## src/rtl/mem_bus_arbiter_pkg.sv

```systemverilog
// Shared types and constants for the fetch/mem memory bus arbiter.
package mem_bus_arbiter_pkg;

    typedef enum logic [2:0] {
        ARB_IDLE,
        ARB_I_ADDR,
        ARB_I_WAIT,
        ARB_D_ADDR,
        ARB_D_WAIT
    } arbState_t;

    localparam int unsigned STARVE_MAX_DEF = 4;
    localparam logic [3:0]  SEL_FULL       = 4'hF;

endpackage

```

## src/rtl/mem_bus_arbiter.sv

```systemverilog
// Arbitrates one single-ported memory bus between fetch and mem stages;
// data has priority, fetch is forced through after STARVE_MAX data grants.
module mem_bus_arbiter
    import mem_bus_arbiter_pkg::*;
#(
    parameter int unsigned ADDR_W     = 32,
    parameter int unsigned DATA_W     = 32,
    parameter int unsigned STARVE_MAX = STARVE_MAX_DEF
) (
    input  logic              clk,
    input  logic              rst,
    input  logic              inst_req,
    input  logic [ADDR_W-1:0] inst_addr,
    input  logic              inst_cancel,
    output logic              inst_ok,
    output logic [DATA_W-1:0] inst_rdata,
    input  logic              data_req,
    input  logic              data_wr,
    input  logic [3:0]        data_sel,
    input  logic [ADDR_W-1:0] data_addr,
    input  logic [DATA_W-1:0] data_wdata,
    output logic              data_ok,
    output logic [DATA_W-1:0] data_rdata,
    output logic              bus_req,
    output logic              bus_wr,
    output logic [3:0]        bus_sel,
    output logic [ADDR_W-1:0] bus_addr,
    output logic [DATA_W-1:0] bus_wdata,
    input  logic              bus_addr_ok,
    input  logic              bus_data_ok,
    input  logic [DATA_W-1:0] bus_rdata
);

    localparam logic [3:0] STARVE_LIM = 4'(STARVE_MAX);

    arbState_t  state;
    arbState_t  stateNext;
    logic [3:0] starveCnt;
    logic       discard;

    logic instPend;
    logic dataPend;
    logic starved;
    logic grantI;
    logic grantD;
    logic instDone;
    logic dataDone;
    logic dropInst;

    // State register
    always_ff @(posedge clk or posedge rst) begin
        if (rst) state <= ARB_IDLE;
        else     state <= stateNext;
    end

    // Next-state, grant and completion decode
    always_comb begin
        // A request whose ok is already high is the one just served
        instPend  = inst_req & ~inst_ok;
        dataPend  = data_req & ~data_ok;
        starved   = (starveCnt == STARVE_LIM);
        grantI    = 1'b0;
        grantD    = 1'b0;
        instDone  = 1'b0;
        dataDone  = 1'b0;
        stateNext = state;
        case (state)
            ARB_IDLE: begin
                if (instPend && starved) begin
                    grantI    = 1'b1;
                    stateNext = ARB_I_ADDR;
                end else if (dataPend) begin
                    grantD    = 1'b1;
                    stateNext = ARB_D_ADDR;
                end else if (instPend) begin
                    grantI    = 1'b1;
                    stateNext = ARB_I_ADDR;
                end
            end
            ARB_I_ADDR: begin
                if (bus_addr_ok) begin
                    if (bus_data_ok) begin
                        instDone  = 1'b1;
                        stateNext = ARB_IDLE;
                    end else begin
                        stateNext = ARB_I_WAIT;
                    end
                end
            end
            ARB_I_WAIT: begin
                if (bus_data_ok) begin
                    instDone  = 1'b1;
                    stateNext = ARB_IDLE;
                end
            end
            ARB_D_ADDR: begin
                if (bus_addr_ok) begin
                    if (bus_data_ok) begin
                        dataDone  = 1'b1;
                        stateNext = ARB_IDLE;
                    end else begin
                        stateNext = ARB_D_WAIT;
                    end
                end
            end
            ARB_D_WAIT: begin
                if (bus_data_ok) begin
                    dataDone  = 1'b1;
                    stateNext = ARB_IDLE;
                end
            end
            default: stateNext = ARB_IDLE;
        endcase
        // A cancel arriving in the completion cycle itself also drops the result
        dropInst = discard | inst_cancel;
    end

    // Bus request/field registers, latched at grant and held through the transaction
    always_ff @(posedge clk or posedge rst) begin
        if (rst) begin
            bus_req   <= 1'b0;
            bus_wr    <= 1'b0;
            bus_sel   <= '0;
            bus_addr  <= '0;
            bus_wdata <= '0;
        end else if (grantI) begin
            bus_req   <= 1'b1;
            bus_wr    <= 1'b0;
            bus_sel   <= SEL_FULL;
            bus_addr  <= inst_addr;
            bus_wdata <= '0;
        end else if (grantD) begin
            bus_req   <= 1'b1;
            bus_wr    <= data_wr;
            bus_sel   <= data_sel;
            bus_addr  <= data_addr;
            bus_wdata <= data_wdata;
        end else if ((state == ARB_I_ADDR || state == ARB_D_ADDR) && bus_addr_ok) begin
            bus_req   <= 1'b0;
        end
    end

    // Port completion pulses and read-data capture
    always_ff @(posedge clk or posedge rst) begin
        if (rst) begin
            inst_ok    <= 1'b0;
            data_ok    <= 1'b0;
            inst_rdata <= '0;
            data_rdata <= '0;
        end else begin
            inst_ok <= instDone & ~dropInst;
            data_ok <= dataDone;
            if (instDone && !dropInst) inst_rdata <= bus_rdata;
            if (dataDone)              data_rdata <= bus_rdata;
        end
    end

    // Starvation counter and fetch-discard flag
    always_ff @(posedge clk or posedge rst) begin
        if (rst) begin
            starveCnt <= '0;
            discard   <= 1'b0;
        end else begin
            if (grantI)
                starveCnt <= '0;
            else if (grantD && instPend && !starved)
                starveCnt <= starveCnt + 4'd1;

            if (instDone)
                discard <= 1'b0;
            else if (inst_cancel && (state == ARB_I_ADDR || state == ARB_I_WAIT))
                discard <= 1'b1;
        end
    end

endmodule
```

## config.mk

```make
export PLATFORM = sky130hd
export DESIGN_NAME = mem_bus_arbiter
export DESIGN_NICKNAME = d
export VERILOG_FILES = /design/src/rtl/mem_bus_arbiter_pkg.sv /design/src/rtl/mem_bus_arbiter.sv
export SDC_FILE = /design/constraint.sdc
export NUM_CORES = 1
export LEC_CHECK = 0
export CORE_MARGIN = 1.5
export CORE_UTILIZATION = 37
export DETAILED_ROUTE_END_ITERATION = 6
export PLACE_DENSITY = 0.7
export SLEW_MARGIN = 20
export SYNTH_ARGS = -nofsm -noshare
export SYNTH_HDL_FRONTEND = slang
export SYNTH_SLANG_ARGS = --single-unit
```

## constraint.sdc

```tcl
create_clock -name clk -period 11.35 [get_ports clk]
set_input_delay 2.27 -clock clk [delete_from_list [all_inputs] [get_ports clk]]
set_output_delay 2.27 -clock clk [all_outputs]
set_load 0.03 [all_outputs]
```

==> summary by stage, run 1 <==
Critical path
The arrival time reported for the critical path endpoint is 4600 ps. By startpoint and endpoint, the worst setup path is classified as input pin to flop. Data on the critical path is required at its endpoint by 11,700 ps. The worst setup path is captured at a flop. Along the worst path, the maximum fanout reaches 45.

STA classifies the critical path startpoint as an input pin.

Global routing
The via count of the first global-routing pass is 5,001. After global routing the overflow that remains totals 0. The pin count of the biggest net entering global routing is 75. The number of antenna violations at the first check in global routing is 0.

The first global-routing pass estimated 26.1 mm of wire. The total track usage is 20.3%.

Routing
After detailed routing, the average wire length per cell comes to 18.2 µm. Dividing the detail-routed via count by the number of cells gives 5.08. The violation count after the first detailed-routing iteration is 208. Across all layers, the routed design uses 4,681 vias.

The post-detailed-route DRC marker count is 0. The pre-antenna-repair detailed-routing pass consisted of 5 iterations. The total length of routed wires is 16.7 mm. The count of nets left with antenna violations once routing finished came out at 0.

Timing
Setup violations remaining at the end of the flow were counted as 0. The minimum clock period is 4250 ps. Setup repair after global routing left no endpoint under its margin. The total count of max-transition violations in the final report is 0.

The final worst-path cycle share is 37.4%. Based on the critical path, the design can be clocked at up to 235 MHz. The measured slew at the worst slew-check pin is 1070 ps. The final hold violation count is 0. Clock skew on the completed layout was measured at 5.20 ps. Measured against its own limit, the worst slew margin works out to 28.9%. The setup TNS is 0 ps. The final hold slack is 501 ps.

Clock network
The H-tree level count is 4. Clock tree synthesis inserted a total of 17 buffers. The TritonCTS sink count is 144. The maximum root-to-sink buffer count is 2. The post-CTS setup-driven buffer insertion count is 0. The root buffer cell is clkbuf_16. The clock transition time at the flip-flop clock pins of the worst setup and hold paths is 60 ps. Buffers inserted to repair hold after CTS numbered 0. The later-pin clock latency in the skew report is 410 ps. The number of gates resized after CTS was 0. The TritonCTS clock tree is done.

Layout
The area overhead of the layout relative to synthesis is 59.6%. The count of nets after finishing is 839. The number of antenna diodes is 0. The fraction of layout cells with a size suffix above 1 is 15.1%.

Logic synthesis
The average size of a mapped cell is 13.8 µm². Summing the sequential cell areas from Yosys gives 61.2% of the chip area. The count of cell types in the netlist is 34.

In the synthesized netlist, the number of instances is 427. The number of synthesized register bits is 144. The mapped netlist covers 5890 µm².

The Yosys warning count is 0. Synthesis produced a netlist with a net count of 569.

Run
Across the run, the number of max-cap violations was 0.

Placement
After legalization and detailed placement, the total HPWL measured 12.0 mm. The last weighted congestion value of the routability-driven placer is 0.818. The count of input and output buffers is 275.

Floorplanning
The initial core utilization is 38.3%. The die outline width is 129 µm. The floorplan die area is 16,700 µm². The core region is 15,400 µm².

Measured along the y axis, the die boundary spans 129 µm. Pin placement for this block handled 276 I/O pins. The floorplan has 45 rows.

Power and ir drop
The power density normalized to cell area is 313 nW/µm². The worst supply voltage drop on vdd is 0.166 mV. Summed over all cells, the static leakage comes to 0.00411 µW.

Run status
The run finished with clean final reports.

Hold path
The worst min-delay path category is flop to flop.
## through the flow
stage | worst slack [ps] | instances | power (µW) | instance area, µm² | utilization, %
after global placement | 6740 | 889 | 2360 | 8790 | 57.2
after global routing | 6910 | 921 | 3090 | 9400 | 61.1
final | 7100 | 921 | 2940 | 9400 | 61.1
after CTS | 7120 | 921 | 2970 | 9390 | 61.1
after detailed placement | 6690 | 889 | 2390 | 8790 | 57.2
after floorplan | 5210 | 427 | 1760 | 5890 | -
## worst paths after layout
| kind | startpoint | endpoint | slack, ps | cells after the start |
|---|---|---|---|---|
| setup / recovery | inst_req | state[1] | 7100 | 6 |
| hold / removal | bus_wdata[23] | bus_wdata[23] | 500 | 1 |
| setup reg to reg | starveCnt[0] | state[1] | 8690 | 7 |
| hold reg to reg | bus_wdata[23] | bus_wdata[23] | 500 | 1 |
| max in group asynchronous | rst | bus_wdata[0] | 7640 | 3 |
| min in group asynchronous | rst | bus_wdata[23] | 2320 | 2 |
## power breakdown
group	internal, µW	total [µW]	switching, µW
Combinational	675	1490	814
Clock	352	565	214
Sequential	753	891	138
## kinds of logic (layout without fill, tap and decap cells)
logic type,Yosys count,in the layout,share of synthesized area [%]
adder cells (fa/ha/maj),2,2,0.425
flip-flops,144,144,61.2
XOR/XNOR,1,1,0.149
multiplexers,66,66,14.5
AND/OR/NAND/NOR,64,64,5.06
AO/OA/AOI/OAI,115,115,15.2
buffers and inverters,35,318,3.44
## placed cells by master (no fill, tap or decap), drive strengths merged, types with 4 or more instances in the layout
master / instances
dfrtp: 144
buf: 5
mux2: 65
a22oi: 32
nor2b: 6
o21ai: 6
a22o: 34
clkbuf: 19
clkinv: 6
o22a: 4
inv: 7
nand2: 40
o211ai: 33
clkdlybuf4s50: 275
## synth_stat cells (all sizes together)
| cell | count | area share (%) |
|---|---|---|
| dfrtp | 144 | 61 |
| mux2 | 65 | 14 |
| nand2 | 40 | 2.6 |
| a22o | 34 | 5.1 |
| o211ai | 33 | 4.2 |
| a22oi | 32 | 4.1 |
| buf | 20 | 2.5 |
| clkbuf | 9 | 0.57 |
| inv | 6 | 0.38 |
| nor2b | 6 | 0.64 |
| o21ai | 6 | 0.51 |
| o22a | 4 | 0.60 |
| nand2b | 3 | 0.32 |
| nor2 | 3 | 0.19 |
| nor3 | 3 | 0.26 |
| a21oi | 2 | 0.17 |
| and3b | 2 | 0.30 |
| ha | 2 | 0.43 |
| or3 | 2 | 0.21 |
| a211oi | 1 | 0.21 |
| a32o | 1 | 0.17 |
| mux2i | 1 | 0.17 |
| nand3 | 1 | 0.085 |
| nand3b | 1 | 0.13 |
| nand4b | 1 | 0.15 |
| nor3b | 1 | 0.13 |
| nor4 | 1 | 0.11 |
| o21a | 1 | 0.13 |
| o22ai | 1 | 0.11 |
| xnor2 | 1 | 0.15 |
## routing by layer
metal,GRT usage [%],share of wire [%]
met1,22.4,38
met2,35.2,51
met3,7.23,8.1
met4,9.39,3.0
met5,0,0
## worst max-delay path: stages
cell and delay (ps):
clkdlybuf4s50_1 430, nor2b_1 210, a211oi_4 850, buf_4 570
o22ai_1 170, nand2_1 90
## area by class of cell
class                   count  area (µm²)
clock buffers              19         443
clock inverters            13         163
fillers                  1201        5980
inverters                   6        27.5
multi-input cells         248        2100
flip-flops and latches    144        3600
well taps                 211         264
repair buffers            280        2790
## state kept, by name (all words and copies together) (netlist names)
name,flops
bus_sel,4
starveCnt,4
state,3
inst_ok,1
data_rdata,32
data_ok,1
bus_addr,32
discard,1
inst_rdata,32
bus_wr,1
bus_req,1
bus_wdata,32
No activity file was read; power rests on OpenSTA's default activity.
==> run 2, diff against run 1 <==
==> constraint.sdc (replaced) <==
create_clock -name clk -period 4.3 [get_ports clk]
set_input_delay 0.86 -clock clk [delete_from_list [all_inputs] [get_ports clk]]
set_output_delay 0.86 -clock clk [all_outputs]
set_load 0.03 [all_outputs]
==> summary by stage, run 2 (same netlist as run 1, synthesis figures left out) <==
Run status
The flow ran to the end, and the final reports show no timing, DRC or antenna violations.

Routing
The final layout contains routed wiring with a total length of 16.6 mm. The number of antenna-violating nets in the routed design is 0. The post-detailed-route DRC marker count is 0. The number of iterations in the first detailed-routing pass is 4.

Across all layers, the routed design uses 4,650 vias. The via density per instance is 5.03. The violation count after the first detailed-routing iteration is 244. The routed wire length per instance is 18.0 µm.

Timing
At the pin with the least slew margin, the transition time is 1030 ps. The smallest clock period supported by the final layout is computed as 2720 ps. Setup repair after global routing left no endpoint under its margin.

The final hold violation count was 0. Of the available clock period, the critical path in the final layout requires 63.2%. Clock skew on the completed layout was measured at 8.14 ps. The worst pin sits at a relative slew slack of 31.4%. The maximum clock frequency is 368 MHz. In the final timing run, aggregate negative setup slack is 0 ps.

Setup violations remaining at the end of the flow were counted as 0. The total count of max-transition violations in the final report was 0.

Power and ir drop
The analysis attributes to cell leakage a power of 0.00413 µW. The switching share of power is 39.6%. Internal power comes to 4710 µW. The power density normalized to cell area is 826 nW/µm². The switching power is 3080 µW.

Total power for the finished layout comes to 7790 µW. The worst supply voltage drop on vdd is 0.470 mV. The part of the power in combinational logic is 50.5%. The clock network fraction of design power is 19.3%. The part of the total power dissipated in sequential elements is 30.2%.

Clock network
The maximum root-to-sink buffer count is 2. Once the clock tree was built, the resizer swapped 0 gates to a different size. The clock tree synthesis step divided the H-tree into 4 levels. The TritonCTS sink count is 144. The later pin in the worst-skew pair is clocked with a latency of 410 ps. The post-CTS setup-driven buffer insertion count is 0. Clock tree synthesis inserted a total of 17 buffers. The root buffer cell is clkbuf_16. The quantity of hold-fixing buffers added after cts is 0.

TritonCTS built the clock tree. The clock transition time at the flip-flop clock pins of the worst setup and hold paths is 60 ps.

Critical path
The critical path is of the input pin to flop type. The cell family contributing the most delay on the critical path is simple AND/OR/NAND/NOR gates. In this run the worst path has a maximum fanout of 33.

The largest single stage delay on the critical path is 860 ps. The cell with the largest stage delay on the worst path is or3_2. The kind of end point of the critical path is a flop. Data arrives at the worst endpoint at 3010 ps.

The required time of the critical path is 4590 ps. The signal on the critical path passes through clkdlybuf4s50_1, and3b_1, o21ai_1, or3_2, mux2_4. The number of buffers and inverters on the critical path is 1. The worst setup path is launched from an input pin.

Global routing
In the global route stage, met1 resource usage came out at 23.4%. The number of antenna violations at the first check in global routing came to 0. Entering global routing, the biggest net connects 66 pins. For met2 alone, demand over resource in global routing was 33.6%. The met3 usage in global routing is 8.55%.

For this run, the total global-route usage over all layers was measured as 20.3%. The global-route congestion overflow total is 0. In this run the most used layer during global routing was met2. The first global-routing pass estimated 26.1 mm of wire. The via count of the first global-routing pass came to 4,916.

Layout
Leaving out fill and tap cells, the most frequent cell in the layout is clkdlybuf4s50_1. The fraction of layout cells with a size suffix above 1 is 15.4%. The core utilization of the finished layout is 61.3%. From synthesis to final layout, the design area changed by 60.2%. The finished cells cover 9430 µm². For this run, the post-layout net count is 842. The number of antenna diodes is 0. The library cells used most frequently in the layout, excluding fill and tap cells, are 275 x clkdlybuf4s50_1, 144 x dfrtp_1, 39 x nand2_1.

Floorplanning
The floorplan die area is 16,700 µm². The floorplan step set the die width to 129 µm. The standard cell core area is 15,400 µm². The number of core rows is 45. The die is 129 µm tall. For this configuration, the core starts out at a cell density of 38.3%.

The number of top-level pins is 276.

Run
Max-cap violations in this run came to 0.

Hold path
In this run the worst hold path is classified as flop to flop.

Placement
During placement, the flow inserted port buffers numbering 275. The detailed-placement wirelength estimate is 12.0 mm. The congestion estimate from routability-driven global placement came to 0.789.

The cell area after placement is 8820 µm².
[run 2: stage by stage]
step                setup slack [ps]  hold slack (ps)  instances
global route                    1450              518        924
finish                          1580              494        924
detailed placement              1140              484        892
global placement                1170              473        892
CTS                             1580              498        924
floorplan                       1630              458        427
[run 2: path summary, 6_finish.rpt]
check / cells after the start / from / slack, ps / end
setup / recovery: 5 / bus_addr_ok / 1580 / inst_rdata[12]
hold / removal: 1 / discard / 490 / discard
setup reg to reg: 4 / state[0] / 2080 / inst_rdata[12]
hold reg to reg: 1 / discard / 490 / discard
max in group asynchronous: 3 / rst / 2440 / data_rdata[28]
min in group asynchronous: 2 / rst / 980 / bus_wdata[15]
[run 2: power groups by stage]
| stage | clock network (µW) | registers (µW) | logic, µW |
|---|---|---|---|
| finish | 1500 | 2350 | 3930 |
| global placement | 0 | 2330 | 3900 |
| global route | 1610 | 2430 | 4160 |
| floorplan | 0 | 3500 | 1160 |
| CTS | 1540 | 2350 | 3980 |
| detailed placement | 0 | 2360 | 3960 |
[run 2: area by class of cell]
class	instances	area [µm²]
Sequential cell	144	3600
Multi-Input combinational cell	248	2100
Clock inverter	13	163
Inverter	6	26.3
Timing Repair Buffer	283	2830
Clock buffer	19	443
Fill cell	1203	5940
Tap cell	211	264
[run 2: worst reg2reg max path, cell delays in order (launching register included)]
cell,delay [ps]
dfrtp_1,500
and3b_1,210
o21ai_1,70
or3_2,860
mux2_4,470
[run 2: metal layers]
layer  wire length (µm)  vias to the layer above
met5                  0                        -
li1                   -                     2115
met4                362                        0
met1               6590                     2306
met2               8000                      200
met3               1680                       29
